===== src/rtl/memory_stage.sv =====
// Memory stage of the five-stage MIPS pipeline: pipeline register plus a
// req/ack data-memory handshake. Define MEMSTAGE_TIMEOUT_EN to add the ack watchdog and MemErrM.
module memory_stage #(
    parameter int TIMEOUT_CYCLES = 255
) (
    input  logic        clk,
    input  logic        rst,
    input  logic        jumpE,
    input  logic        RegWriteE,
    input  logic        MemWriteE,
    input  logic [3:0]  MemtoRegE,
    input  logic [4:0]  WriteRegE,
    input  logic [31:0] ALUMultOutE,
    input  logic [31:0] WriteDataE,
    input  logic [31:0] PCPlus4E,
    input  logic        StallM,
    input  logic        FlushM,
    output logic        MemBusyM,
    output logic        jumpM,
    output logic        RegWriteM,
    output logic [3:0]  MemtoRegM,
    output logic [4:0]  WriteRegM,
    output logic [31:0] ALUOutM,
    output logic [31:0] PCPlus4M,
    output logic [31:0] ReadDataM,
    output logic        DataReq,
    output logic        DataWE,
    output logic [31:0] DataAdr,
    output logic [31:0] DataWr,
`ifdef MEMSTAGE_TIMEOUT_EN
    output logic        MemErrM,
`endif
    input  logic        DataAck,
    input  logic [31:0] DataRd
);

    typedef enum logic [1:0] {IDLE, ACCESS, DONE} stateT;

    localparam logic [3:0] MEMTOREG_BUBBLE = 4'b1110;

    stateT       state, stateNext;
    logic        MemWriteM;
    logic [31:0] WriteDataM;
    logic [31:0] holdData;
    logic        memOpE;
    logic        prFlush;
    logic        prAdvance;
    logic        timeoutHit;

    assign memOpE    = MemWriteE | MemtoRegE[0];
    assign MemBusyM  = (state == ACCESS) & ~DataAck;
    assign prFlush   = ~MemBusyM & FlushM;
    assign prAdvance = ~MemBusyM & ~FlushM & ~StallM;

    assign DataReq = (state == ACCESS);
    assign DataWE  = MemWriteM;
    assign DataAdr = ALUOutM;
    assign DataWr  = WriteDataM;

    // NOTE: sequential state uses non-blocking assignments so every register
    // samples pre-edge values regardless of process ordering.
    always_ff @(posedge clk or negedge rst) begin
        if (!rst) begin
            jumpM      <= 1'b0;
            RegWriteM  <= 1'b0;
            MemWriteM  <= 1'b0;
            MemtoRegM  <= MEMTOREG_BUBBLE;
            WriteRegM  <= '0;
            ALUOutM    <= '0;
            WriteDataM <= '0;
            PCPlus4M   <= '0;
        end else if (prFlush) begin
            jumpM      <= 1'b0;
            RegWriteM  <= 1'b0;
            MemWriteM  <= 1'b0;
            MemtoRegM  <= MEMTOREG_BUBBLE;
            WriteRegM  <= '0;
            ALUOutM    <= '0;
            WriteDataM <= '0;
            PCPlus4M   <= '0;
        end else if (prAdvance) begin
            jumpM      <= jumpE;
            RegWriteM  <= RegWriteE;
            MemWriteM  <= MemWriteE;
            MemtoRegM  <= MemtoRegE;
            WriteRegM  <= WriteRegE;
            ALUOutM    <= ALUMultOutE;
            WriteDataM <= WriteDataE;
            PCPlus4M   <= PCPlus4E;
        end
    end

`ifdef MEMSTAGE_TIMEOUT_EN
    localparam int CNT_W = (TIMEOUT_CYCLES > 255) ? $clog2(TIMEOUT_CYCLES + 1) : 8;

    logic [CNT_W-1:0] waitCnt;

    // Fires in the TIMEOUT_CYCLES-th unacknowledged ACCESS cycle.
    assign timeoutHit = (state == ACCESS) & ~DataAck &
                        (waitCnt == CNT_W'(TIMEOUT_CYCLES - 1));

    always_ff @(posedge clk or negedge rst) begin
        if (!rst) begin
            waitCnt <= '0;
        end else if (prAdvance & memOpE) begin
            waitCnt <= '0;
        end else if (state == ACCESS) begin
            waitCnt <= waitCnt + 1'b1;
        end
    end

    always_ff @(posedge clk or negedge rst) begin
        if (!rst) begin
            MemErrM <= 1'b0;
        end else if (timeoutHit) begin
            MemErrM <= 1'b1;
        end
    end
`else
    assign timeoutHit = 1'b0;
`endif

    always_ff @(posedge clk or negedge rst) begin
        if (!rst) begin
            state <= IDLE;
        end else begin
            state <= stateNext;
        end
    end

    // NOTE: every always_comb output gets a default first so no path can
    // leave it unassigned and infer a latch.
    always_comb begin
        stateNext = state;
        if (MemBusyM) begin
            if (timeoutHit) begin
                stateNext = DONE;
            end
        end else if (FlushM) begin
            stateNext = IDLE;
        end else if (StallM) begin
            // Not busy in ACCESS means this cycle carries the ack.
            if (state == ACCESS) begin
                stateNext = DONE;
            end
        end else begin
            stateNext = memOpE ? ACCESS : IDLE;
        end
    end

    always_ff @(posedge clk or negedge rst) begin
        if (!rst) begin
            holdData <= '0;
        end else if ((state == ACCESS) && DataAck) begin
            holdData <= DataRd;
        end else if (timeoutHit) begin
            holdData <= 32'hDEAD_BEEF;
        end
    end

    always_comb begin
        ReadDataM = '0;
        if (!MemWriteM) begin
            if ((state == ACCESS) && DataAck) begin
                ReadDataM = DataRd;
            end else if (state == DONE) begin
                ReadDataM = holdData;
            end
        end
    end

endmodule

===== config.mk =====
export PLATFORM = sky130hd
export DESIGN_NAME = memory_stage
export DESIGN_NICKNAME = d
export VERILOG_FILES = /design/src/rtl/memory_stage.sv
export SDC_FILE = /design/constraint.sdc
export NUM_CORES = 1
export LEC_CHECK = 0
export BUFFER_PORTS_ARGS = -buffer_cell sky130_fd_sc_hd__buf_2
export CAP_MARGIN = 20
export CELL_PAD_IN_SITES_DETAIL_PLACEMENT = 0
export CELL_PAD_IN_SITES_GLOBAL_PLACEMENT = 1
export CORE_ASPECT_RATIO = 1.4
export CORE_UTILIZATION = 36
export CTS_BUF_LIST = sky130_fd_sc_hd__clkbuf_4
export DETAILED_ROUTE_END_ITERATION = 6
export HOLD_SLACK_MARGIN = 0.06
export PLACE_DENSITY = 0.87
export SKIP_LAST_GASP = 1
export SLEW_MARGIN = 20
export SYNTH_ARGS = -nofsm -noshare
export SYNTH_HDL_FRONTEND = slang
export SYNTH_SLANG_ARGS = --single-unit

===== constraint.sdc =====
create_clock -name clk -period 2.8 [get_ports clk]
set_clock_uncertainty 0.15 [all_clocks]
set_input_delay 0.28 -clock clk [delete_from_list [all_inputs] [get_ports clk]]
set_output_delay 0.28 -clock clk [all_outputs]
set_load 0.05 [all_outputs]

* Word level (Yosys, flattened, before mapping)
Index checks and enable logic that the tools add are counted.
** Storage, ports and cells
- Flip-flop bits (word level) :: 142
- Output and inout port bits :: 174
- Logic and storage cells :: 48
** Operators by class
- Equality and inequality tests :: 3
- Mux-type cells :: 23
- Bitwise operators :: 9
- Reduce and logical (&&, ||, !) cells :: 3
** Operators by type and width (count)
- 32-bit two-way mux :: 9
- 5-bit two-way mux :: 2
- 4-bit two-way mux :: 2
- 1-bit two-way mux :: 7
- 2-bit two-way mux :: 3
- 1-bit AND :: 4
- 1-bit inverter :: 4
- 3-bit by 1-bit != test with 1-bit output (second input constant) :: 1
- 2-bit by 1-bit == test with 1-bit output (second input constant) :: 1
- 2-bit == test (second input constant) :: 1
- 2-bit AND reduction :: 1
- 2-bit nonzero test :: 1
- 1-bit logical AND :: 1
- 1-bit OR :: 1

* Longest topological paths before layout
Gate-level depths: netlist (run 1).
- Word-level depth :: 7
- Depth in mapped cells :: 8
- Gate-level depth less buffers :: 4

* Least setup slack after synthesis (run 1)
Ideal clock, no wire load.
- Kind :: reg-to-output
- Start point :: register state[1]
- End point :: output ReadDataM[15]
- Arrival time :: 1.939 ns
- Data required time :: 2.370 ns
- Slack :: 0.431 ns
- Stages on the path, launching flop included :: 6
- Cell sequence :: dfrtp_1 -> and3b_1 -> clkbuf_1 -> clkbuf_1 -> nand2_1 -> a21oi_1
** On the way
- Cells in the longest elaborated chain, start to end :: 4
- Elaborated cells on any way between the ends :: 6
- Those cells by class :: eq/ne (2); mux (3); reduce/logical (1)
** RTL lines
- from (decl) :: RTL line 41 : stateT state, stateNext;
- from (signal assigned) :: RTL line 127 : state <= stateNext;
- 2-bit == test / 2-bit by 1-bit == test with 1-bit output (equally long branches) :: RTL line 166, 164
- 32-bit two-way mux / 1-bit logical AND (equally long branches) :: RTL line 166, 164
- 32-bit two-way mux (*) :: RTL line 164 : if ((state == ACCESS) && DataAck) begin
- 32-bit two-way mux (*) :: RTL line 163 : if (!MemWriteM) begin
- to (decl) :: RTL line 25 : output logic [31:0] ReadDataM,
Every way passes the cells marked *; elsewhere a longest branch is shown, timed or not.

* Worst setup path after layout (run 1)
- Start point :: register state[0]
- End point :: register ALUOutM[10]
** On the way
- Cells in the longest elaborated chain, start to end :: 6
- Elaborated cells on any way between the ends :: 8
- Those cells by class :: eq/ne (1); mux (1); bitwise (5); reduce/logical (1)
** RTL lines
- 2-bit by 1-bit == test with 1-bit output (*) :: RTL line 51 : assign MemBusyM = (state == ACCESS) & ~DataAck;
- 1-bit AND (*) :: RTL line 51
- 1-bit inverter (no source line) (*)
- 1-bit AND (2 in series) :: RTL line 53 : assign prAdvance = ~MemBusyM & ~FlushM & ~StallM;
- 2-bit nonzero test (no source line)
- to (signal assigned) :: RTL line 87 : ALUOutM <= ALUMultOutE;
- to (decl) :: RTL line 23 : output logic [31:0] ALUOutM,
Marked as above.
A chain may end at the register's enable or synchronous reset.

==> flow_metrics.env, run 1 <==
export IMPL_run_status="completed"
export IMPL_grt_pass1_vias=6943
export IMPL_timing_final_crit_period_ps=2630
export IMPL_slack_of_the_worst_reg_to_reg_path_ps=170
export IMPL_grt_antenna_before_repair=1
export IMPL_grtUsageMet1_pct=27.4
export IMPL_required_ps=3130
export IMPL_grt_use_met2_pct=40.7
export IMPL_global_route_peak_usage_layer="met2"
export IMPL_setup_viol=0
export IMPL_detail_route_antenna_nets=0
export IMPL_timing_critical_path_fanout_max=23
export IMPL_drc=0
export IMPL_layout_drive_gt1_share_pct=32.5
export IMPL_synth_area_leaders="dfrtp_1 54%, nand2_1 14%, o21ai_0 8.2%"
export IMPL_tritoncts="built"
export IMPL_cp_arrival_ps=2960
export IMPL_hold_path_class="primary input to register"
export IMPL_post_layout_total_power_mw=5.32
export IMPL_post_synth_num_cell_types=23
export IMPL_grt_setup_unrepaired="false"
export IMPL_area_grow_syn2layout_pct=52.0
export IMPL_max_freq_mhz=381
export IMPL_crit_type="register to register"
export IMPL_worstHoldStart="FlushM"
export IMPL_cts_buffers=17
export IMPL_detailedRoute_firstPassIterationCount=5
export IMPL_groute_usage_overall_pct=23.8
export IMPL_hold_viol_final=0
export IMPL_cap_viol_max_count=0
export IMPL_initial_core_util_pct=37.0
export IMPL_yosys_cell_count_top_type="nand2_1"
export IMPL_final_max_slew_viol_count=0
export IMPL_setup_total_neg_slack_ps=0
export IMPL_grt_max_degree=82
export IMPL_place_detailed_hpwl_mm=13.6
export IMPL_final_weighted_congestion_in_routability_driven_placement=0.816
export IMPL_post_cts_repair_setup_buffers=0
export IMPL_vias=6901
export IMPL_detailedRoute_firstIterationViolations=399
export IMPL_relSlewSlack_pct=40.3
export IMPL_grt_overflow_total=0
export IMPL_setup_worst_path_start="state[0]"
export IMPL_grt_use_met3_pct=5.25
export IMPL_portBuffers=318
export IMPL_register_area_share_after_synthesis_pct=55.0
export IMPL_clock_insertion_delay_worst_skew_ps=520
export IMPL_drt_total_wl_mm=21.5
export IMPL_critPathLaunchType="register"
export IMPL_critical_path_reg2reg_endpoint="ALUOutM[10]"
export IMPL_fp_row_count=57
export IMPL_cts_resized=0
export IMPL_ys_dominant_reg_cell="dfrtp_1"
export IMPL_cts_htree_levels=4
export IMPL_post_synth_inst_count=738
export IMPL_first_pass_grt_wire_length_mm=34.1
export IMPL_synth_common_cells="234 x nand2_1, 139 x dfrtp_1, 106 x o21ai_0"
export IMPL_number_of_synthesized_register_bits=142
export IMPL_synth_warnings=0
export IMPL_p_leak_nw=5.48
export IMPL_via_per_inst=4.93
export IMPL_post_drt_wl_per_cell_um=15.3
export IMPL_synth_largest_area_cell="dfrtp_1"
export IMPL_synthesis_area_per_instance_um2=8.77
export IMPL_cellPowerDensity_nw_per_um2=540
export IMPL_critical_path_endpoint_type="register"
export IMPL_ctsRootBufferMaster="clkbuf_4"
export IMPL_number_of_synthesized_flops_with_an_enable_pin=0
export IMPL_worst_slew_pin_slew_ps=896
export IMPL_min_delay_endpoint="ALUOutM[3]"
export IMPL_clock_transition_at_path_regs_ps=120
export IMPL_hold_path_depth=3
export IMPL_die_h_um=161
export IMPL_beginning_of_the_worst_register_to_register_path="state[0]"
export IMPL_standard_cell_core_area_um2=17500
export IMPL_mappedNetlistArea_um2=6470
export IMPL_post_route_period_util_pct=93.9
export IMPL_design_die_area_um2=18500
export IMPL_worst_r2r_path_depth=7
export IMPL_ys_async_sr_fraction_pct=100
export IMPL_cts_buffer_depth=2
export IMPL_die_width_um=115
export IMPL_cts_sink_count=142
export IMPL_vdd_ir_drop_max_mv=0.313
export IMPL_yosys_area_top_type_share_pct=53.8
export IMPL_finish_net_count=1296
export IMPL_ioPinCount=319
export IMPL_synthesized_netlist_net_count=883
[flip-flops by register name, summed over array words and instances, names as in the netlist]
name       cells
ALUOutM       32
DataWE         1
DataWr        32
MemtoRegM      4
PCPlus4M      32
RegWriteM      1
WriteRegM      5
holdData      32
jumpM          1
state          2
[worst max path at each step]
| stage | endpoint | slack, ps | cells past startpoint |
|---|---|---|---|
| after floorplan | ReadDataM[15] | 430 | 5 |
| after global placement | ALUOutM[5] | 780 | 6 |
| after detailed placement | ALUOutM[10] | 740 | 6 |
| after CTS | ReadDataM[26] | 120 | 5 |
| after global routing | ReadDataM[20] | 10 | 5 |
| final | ALUOutM[10] | 170 | 7 |
[per-stage QoR]
step | cell area [um2] | utilization [%] | hold slack (ps) | worst slack (ps) | instances
after global placement | 8040 | 46.0 | 220 | 781 | 1216
after floorplan | 6470 | - | -166 | 431 | 738
after CTS | 9840 | 56.3 | 61.2 | 123 | 1400
after detailed placement | 8040 | 46.0 | 217 | 741 | 1216
after global routing | 9840 | 56.3 | 96.9 | 13.0 | 1401
final | 9840 | 56.3 | 130 | 172 | 1401
[critical path: stages (launching register included)]
cell,delay [ps]
dfrtp_1,450
or3b_4,260
clkinv_2,210
buf_12,240
buf_4,170
or4b_1,460
dlygate4sd3_1,570
nand2_1,50
[where the power goes]
group	leakage (nW)	internal, mW	switching [mW]
combinational	3.48	0.484	1.12
clock	0.140	0.537	0.770
sequential	1.85	2.28	0.131
[layout make-up]
class	instances	area, um2
fillers	1577	7630
flip-flops and latches	142	3560
clock buffers	18	135
clock inverters	14	143
multi-input cells	497	2380
diodes	1	2.50
repair buffers	492	3320
inverters	1	5.00
well taps	236	295
[cells by family (layout without fill, tap and decap cells)]
group	count (synthesis)	in the layout	synth area share [%]
other cells	0	1	0
compound gates	145	145	11.3
simple gates	352	352	25.3
flops	142	142	55.0
buf+inv	99	525	8.49
[layer usage]
| layer | vias up | part of all wire, % |
|---|---|---|
| li1 | 3271 | - |
| met1 | 3269 | 39 |
| met2 | 300 | 51 |
| met3 | 61 | 5.7 |
| met4 | 0 | 4.3 |
| met5 | - | 0 |
[cell usage in the layout (no fill, tap or decap)]
cell type / n
buf_2: 317
nand2_1: 234
dlygate4sd3_1: 152
dfrtp_1: 139
o21ai_0: 106
nand3_1: 74
a21oi_1: 38
or4b_1: 31
buf_4: 19
clkbuf_4: 18
clkinvlp_4: 4
dfstp_2: 3
clkinv_2: 3
nor3_1: 3
buf_12: 3
nor2_1: 2
bufinv_16: 2
clkinv_4: 2
clkinv_1: 2
inv_6: 2
diode_2: 1
nor2b_1: 1
and3b_1: 1
nor2b_2: 1
or3b_4: 1
and2b_2: 1
nor2_4: 1
nand2b_1: 1
o211ai_1: 1
nand3b_1: 1
buf_6: 1
[repair_timing]
item | 4_1_cts | 5_1_grt
hold buffers | 152 | 0
hold endpoints to repair | 215 | 0
endpoints found under the setup margin | 0 | 0
No activity file was read; power rests on OpenSTA's default activity.
==> run 2, diff against run 1 <==
--- a/config.mk
+++ b/config.mk
@@ -10,11 +10,11 @@
 export CELL_PAD_IN_SITES_DETAIL_PLACEMENT = 0
 export CELL_PAD_IN_SITES_GLOBAL_PLACEMENT = 1
 export CORE_ASPECT_RATIO = 1.4
-export CORE_UTILIZATION = 36
+export CORE_UTILIZATION = 30
 export CTS_BUF_LIST = sky130_fd_sc_hd__clkbuf_4
 export DETAILED_ROUTE_END_ITERATION = 6
 export HOLD_SLACK_MARGIN = 0.06
-export PLACE_DENSITY = 0.87
+export PLACE_DENSITY_LB_ADDON = 0.1
 export SKIP_LAST_GASP = 1
 export SLEW_MARGIN = 20
 export SYNTH_ARGS = -nofsm -noshare
==> constraint.sdc (replaced) <==
create_clock -name clk -period 2.3 [get_ports clk]
set_clock_uncertainty 0.15 [all_clocks]
set_input_delay 0.345 -clock clk [delete_from_list [all_inputs] [get_ports clk]]
set_output_delay 0.345 -clock clk [all_outputs]
set_load 0.05 [all_outputs]
==> run 2 against run 1 <==
The flow now finishes with violations (setup timing). First-iteration DRC count shrank 26%. Count of clock-buffer cells in the layout down 1. Critical path depth is 2 lower. Global-route usage fell by 3.6 points. Critical endpoint is now ReadDataM[31]. Total power is 25% higher. Flip-flop and latch count did not move. Cell area grew 3.9%. Via count shrank 3.5%. Cell count rose by 1.2%. Die area rose by 20%.
==> flow_metrics.env, run 2 (same netlist as run 1, synthesis figures left out) <==
export IMPL_final_core_utilization_pct=48.2
export IMPL_ioPinCount=319
export IMPL_cts_htree_levels=4
export IMPL_final_max_slew_viol_count=0
export IMPL_critPathLaunchType="register"
export IMPL_drt_total_wl_mm=22.1
export IMPL_via_per_inst=4.70
export IMPL_standard_cell_core_area_um2=21200
export IMPL_critical_path_slowest_cell="dfrtp_1"
export IMPL_placed_cell_area_um2=8240
export IMPL_clock_insertion_delay_worst_skew_ps=510
export IMPL_final_weighted_congestion_in_routability_driven_placement=0.753
export IMPL_grt_setup_unrepaired="true"
export IMPL_die_h_um=176
export IMPL_grt_pass1_vias=6896
export IMPL_finish_net_count=1290
export IMPL_worst_r2r_path_depth=5
export IMPL_final_common_cell="buf_2"
export IMPL_cts_buffers=17
export IMPL_area_grow_syn2layout_pct=58.0
export IMPL_ctsRootBufferMaster="clkbuf_4"
export IMPL_groute_usage_overall_pct=20.2
export IMPL_beginning_of_the_worst_register_to_register_path="state[0]"
export IMPL_cp_slowest_stage_delay_ps=430
export IMPL_required_ps=1800
export IMPL_fp_row_count=63
export IMPL_grt_antenna_before_repair=1
export IMPL_commonest_cells_after_routing_fill_and_taps_aside="284 x buf_2, 234 x nand2_1, 142 x dlygate4sd3_1"
export IMPL_critical_path_endpoint_type="output port"
export IMPL_slack_of_the_worst_reg_to_reg_path_ps=520
export IMPL_setup_total_neg_slack_ps=-1800
export IMPL_vias=6659
export IMPL_relSlewSlack_pct=67.8
export IMPL_finalInstanceArea_um2=10200
export IMPL_post_route_period_util_pct=103
export IMPL_worst_slew_pin_slew_ps=483
export IMPL_critical_path_reg2reg_endpoint="ALUOutM[30]"
export IMPL_post_layout_total_power_mw=6.65
export IMPL_cp_arrival_ps=1880
export IMPL_initial_core_util_pct=30.5
export IMPL_detailedRoute_firstPassIterationCount=6
export IMPL_vdd_ir_drop_max_mv=0.271
export IMPL_cts_buffer_depth=2
export IMPL_die_width_um=126
export IMPL_cap_viol_max_count=0
export IMPL_crit_type="register to output port"
export IMPL_finalWorstSetupSlack_ps=-75.5
export IMPL_cellPowerDensity_nw_per_um2=651
export IMPL_drc=0
export IMPL_layout_drive_gt1_share_pct=36.0
export IMPL_place_detailed_hpwl_mm=14.1
export IMPL_p_leak_nw=5.53
export IMPL_hold_path_class="primary input to asynchronous set/reset pin"
export IMPL_timing_critical_path_fanout_max=14
export IMPL_grt_overflow_total=0
export IMPL_portBuffers=318
export IMPL_tritoncts="built"
export IMPL_grt_max_degree=82
export IMPL_failed_checks="setup timing"
export IMPL_post_drt_wl_per_cell_um=15.6
export IMPL_run_status="finished, violations left"
export IMPL_clock_transition_at_path_regs_ps=140
export IMPL_worstPathCellList="and3b_2 -> buf_12 -> nand2_1 -> a21oi_1 -> buf_4"
export IMPL_final_fill_count=2098
export IMPL_setup_viol=32
export IMPL_design_die_area_um2=22200
export IMPL_place_detailed_instances=1240
export IMPL_max_freq_mhz=421
export IMPL_detailedRoute_firstIterationViolations=294
export IMPL_detail_route_antenna_nets=0
export IMPL_first_pass_grt_wire_length_mm=35.4
export IMPL_layoutNonFillerInstCount=1418
export IMPL_hold_viol_final=0
export IMPL_cts_sink_count=142
export IMPL_timing_final_crit_period_ps=2380
[run 2: changes by cell type in the layout (fill, tap and decap cells not counted), sizes merged]
cell and change:
buf +3, inv +4, clkinv -3, clkinvlp -1
dlygate4sd3 -10
[run 2: worst max-delay path by stage]
stage               cells after the start  startpoint  slack, ps             to
floorplan                               5    state[1]        120  ReadDataM[15]
global placement                        5    state[0]        350     ALUOutM[6]
detailed placement                      5    state[0]        310    ALUOutM[25]
CTS                                     5    state[1]       -150  ReadDataM[30]
global route                            5    state[1]       -240  ReadDataM[12]
finish                                  5    state[1]        -80  ReadDataM[31]
[run 2: per-stage QoR]
step	hold slack (ps)	setup WS, ps
after global placement	177	355
after detailed placement	176	312
after CTS	103	-148
after global routing	108	-241
final	153	-75.5
after floorplan	-101	120
[run 2: area by class of cell]
type	instances	area [um2]	area share, %
sequential	142	3560	34.8
multi-input combinational	497	2500	24.4
antenna	1	2.50	0.0245
clock inverter	14	160	1.57
inverter	1	11.3	0.110
timing repair buffer	486	3540	34.6
tap	260	325	3.18
clock buffer	17	128	1.25
[run 2: critical path: cells and delay by family, from the launching register on]
family | cells | cell delay [ps]
flip-flops | 1 | 430
buffers and inverters | 2 | 390
AND/OR/NAND/NOR | 2 | 410
AO/OA/AOI/OAI | 1 | 140
[run 2: layer usage]
layer / part of all wire, % / global-route usage (%)
met1: 43 / 23.8
met2: 49 / 35.1
met3: 5.5 / 5.24
met4: 2.3 / 7.68
met5: 0 / 0
[run 2: timing repair]
action | CTS | global route
cloned | 0 | 1
setup buffers | 1 | 2
setup endpoints to repair | 33 | 33
pin swaps | 0 | 0
gates resized for setup | 68 | 3
hold buffers | 142 | 0
hold endpoints to repair | 280 | 0
[run 2: where the power goes]
part / internal [mW] / switching [mW] / total [mW] / leakage (nW)
sequential: 2.77 / 0.160 / 2.93 / 1.85
combinational: 0.649 / 1.38 / 2.03 / 3.53
clock: 0.662 / 1.04 / 1.70 / 0.147
total: 4.08 / 2.57 / 6.65 / 5.53
==> run 3, diff against run 2 <==
--- a/config.mk
+++ b/config.mk
@@ -10,7 +10,7 @@
 export CELL_PAD_IN_SITES_DETAIL_PLACEMENT = 0
 export CELL_PAD_IN_SITES_GLOBAL_PLACEMENT = 1
 export CORE_ASPECT_RATIO = 1.4
-export CORE_UTILIZATION = 30
+export CORE_UTILIZATION = 36
 export CTS_BUF_LIST = sky130_fd_sc_hd__clkbuf_4
 export DETAILED_ROUTE_END_ITERATION = 6
 export HOLD_SLACK_MARGIN = 0.06
==> constraint.sdc (replaced) <==
create_clock -name clk -period 2.8 [get_ports clk]
set_clock_uncertainty 0.15 [all_clocks]
set_input_delay 0.42 -clock clk [delete_from_list [all_inputs] [get_ports clk]]
set_output_delay 0.42 -clock clk [all_outputs]
set_load 0.05 [all_outputs]
==> run 3 against run 2 <==
The flow now finishes without violations. Worst setup slack better by 260 ps. First-iteration DRC count grew 8.2%. Utilization grew 7.5 points. Register-to-register slack improved by 290 ps. Highest routed layer unchanged. Global-route usage grew 3.1 points.
==> flow_metrics.env, run 3 (same netlist as run 1, synthesis figures left out) <==
export IMPL_critPathLaunchType="register"
export IMPL_timing_critical_path_buf_inv=2
export IMPL_grt_antenna_before_repair=1
export IMPL_slack_of_the_worst_reg_to_reg_path_ps=810
export IMPL_cp_arrival_ps=2050
export IMPL_worstPathCellList="and3b_1 -> buf_4 -> nand2_1 -> a21oi_1 -> buf_2"
export IMPL_cts_buffers=17
export IMPL_post_route_period_util_pct=93.5
export IMPL_detailedRoute_firstIterationViolations=318
export IMPL_ctsRootBufferMaster="clkbuf_4"
export IMPL_power_switching_fraction_pct=38.7
export IMPL_final_common_cell="buf_2"
export IMPL_die_width_um=115
export IMPL_cap_viol_max_count=0
export IMPL_hold_path_class="primary input to asynchronous set/reset pin"
export IMPL_portBuffers=318
export IMPL_die_h_um=161
export IMPL_required_ps=2230
export IMPL_critical_path_top_delay_family="buffers and inverters"
export IMPL_clock_power_share_pct=23.2
export IMPL_grt_pass1_vias=6595
export IMPL_finish_net_count=1286
export IMPL_detailedRoute_firstPassIterationCount=4
export IMPL_hold_viol_final=0
export IMPL_standard_cell_core_area_um2=17500
export IMPL_crit_type="register to output port"
export IMPL_fp_row_count=57
export IMPL_grt_max_degree=67
export IMPL_setup_viol=0
export IMPL_post_cts_repair_setup_buffers=0
export IMPL_grt_setup_unrepaired="false"
export IMPL_place_detailed_hpwl_mm=13.5
export IMPL_via_per_inst=4.80
export IMPL_power_switching_mw=2.01
export IMPL_critical_path_endpoint_type="output port"
export IMPL_cts_htree_levels=4
export IMPL_beginning_of_the_worst_register_to_register_path="state[1]"
export IMPL_vias=6672
export IMPL_cp_slowest_stage_delay_ps=450
export IMPL_grt_overflow_total=0
export IMPL_cts_buffer_depth=2
export IMPL_run_status="completed"
export IMPL_internal_power_mw=3.19
export IMPL_combinationalPowerShare_pct=30.6
export IMPL_critical_path_slowest_cell="dfrtp_1"
export IMPL_worst_r2r_path_depth=5
export IMPL_initial_core_util_pct=37.0
export IMPL_drc=0
export IMPL_vdd_ir_drop_max_mv=0.311
export IMPL_area_grow_syn2layout_pct=50.5
export IMPL_post_drt_wl_per_cell_um=15.2
export IMPL_layout_drive_gt1_share_pct=32.6
export IMPL_groute_usage_overall_pct=23.3
export IMPL_commonest_cells_after_routing_fill_and_taps_aside="315 x buf_2, 234 x nand2_1, 142 x dlygate4sd3_1"
export IMPL_timing_final_crit_period_ps=2620
export IMPL_relSlewSlack_pct=54.9
export IMPL_cellPowerDensity_nw_per_um2=534
export IMPL_drt_total_wl_mm=21.2
export IMPL_setup_total_neg_slack_ps=0
export IMPL_final_weighted_congestion_in_routability_driven_placement=0.780
export IMPL_hold_worst_slack_ps=241
export IMPL_p_leak_nw=5.44
export IMPL_final_max_slew_viol_count=0
export IMPL_sequential_power_share_pct=46.2
export IMPL_max_freq_mhz=382
export IMPL_tritoncts="built"
export IMPL_cts_sink_count=142
export IMPL_design_die_area_um2=18500
export IMPL_detail_route_antenna_nets=0
export IMPL_first_pass_grt_wire_length_mm=33.9
export IMPL_clock_insertion_delay_worst_skew_ps=510
export IMPL_critical_path_reg2reg_endpoint="RegWriteM"
export IMPL_ioPinCount=319
export IMPL_clock_transition_at_path_regs_ps=130
export IMPL_worst_slew_pin_slew_ps=675
export IMPL_timing_critical_path_fanout_max=23
run 3: changes by cell type in the layout (fill, tap and decap cells not counted), sizes merged:
cell | before | now
buf | 343 | 338
clkinv | 4 | 9
inv | 6 | 3
bufinv | 2 | 1
clkbuf | 18 | 19
run 3: worst max path at each step:
stage | from | endpoint | slack (ps) | cells past startpoint
after floorplan | state[1] | ReadDataM[15] | 290 | 5
after global placement | DataAck | ReadDataM[29] | 720 | 6
after detailed placement | DataAck | ReadDataM[29] | 690 | 6
after CTS | state[1] | ReadDataM[29] | 100 | 5
after global routing | state[1] | ReadDataM[21] | 8 | 5
final | state[1] | ReadDataM[28] | 180 | 5
run 3: power groups by stage:
stage | sequential [mW] | combinational (mW) | clock (mW)
6_report | 2.40 | 1.59 | 1.21
5_1_grt | 2.43 | 1.71 | 1.34
4_1_cts | 2.40 | 1.60 | 1.26
3_5_place_dp | 2.44 | 1.45 | 0
3_3_place_gp | 2.44 | 1.44 | 0
2_1_floorplan | 2.84 | 0.632 | 0
run 3: cell type report:
cell class | instances | area [um2]
inverter | 1 | 5.00
multi-input combinational | 497 | 2380
clock buffer | 17 | 128
tap | 236 | 295
fill | 1682 | 7730
clock inverter | 15 | 121
timing repair buffer | 482 | 3250
sequential | 142 | 3560
antenna | 1 | 2.50
run 3: routing by layer:
layer	GRT usage [%]	wire length [um]	vias up
met1	29.5	8780	3143
met4	9.80	667	0
li1	-	-	3247
met5	0	0	-
met2	37.4	10400	241
met3	6.26	1330	41
run 3: through the flow:
step	util, %	cell area, um2	worst slack (ps)	total power [mW]	cells
after floorplan	-	6470	291	3.47	738
after global placement	46.1	8060	716	3.88	1216
after detailed placement	46.1	8060	695	3.89	1216
after CTS	55.7	9730	95.2	5.27	1390
after global routing	55.7	9740	8.00	5.49	1391
final	55.7	9740	181	5.20	1391
run 3: timing repair:
item                                   in CTS  in global routing
hold buffers                              142                  0
gates resized for setup                     0                  2
endpoints found under the hold margin     188                  0
setup endpoints to repair                   0                  2
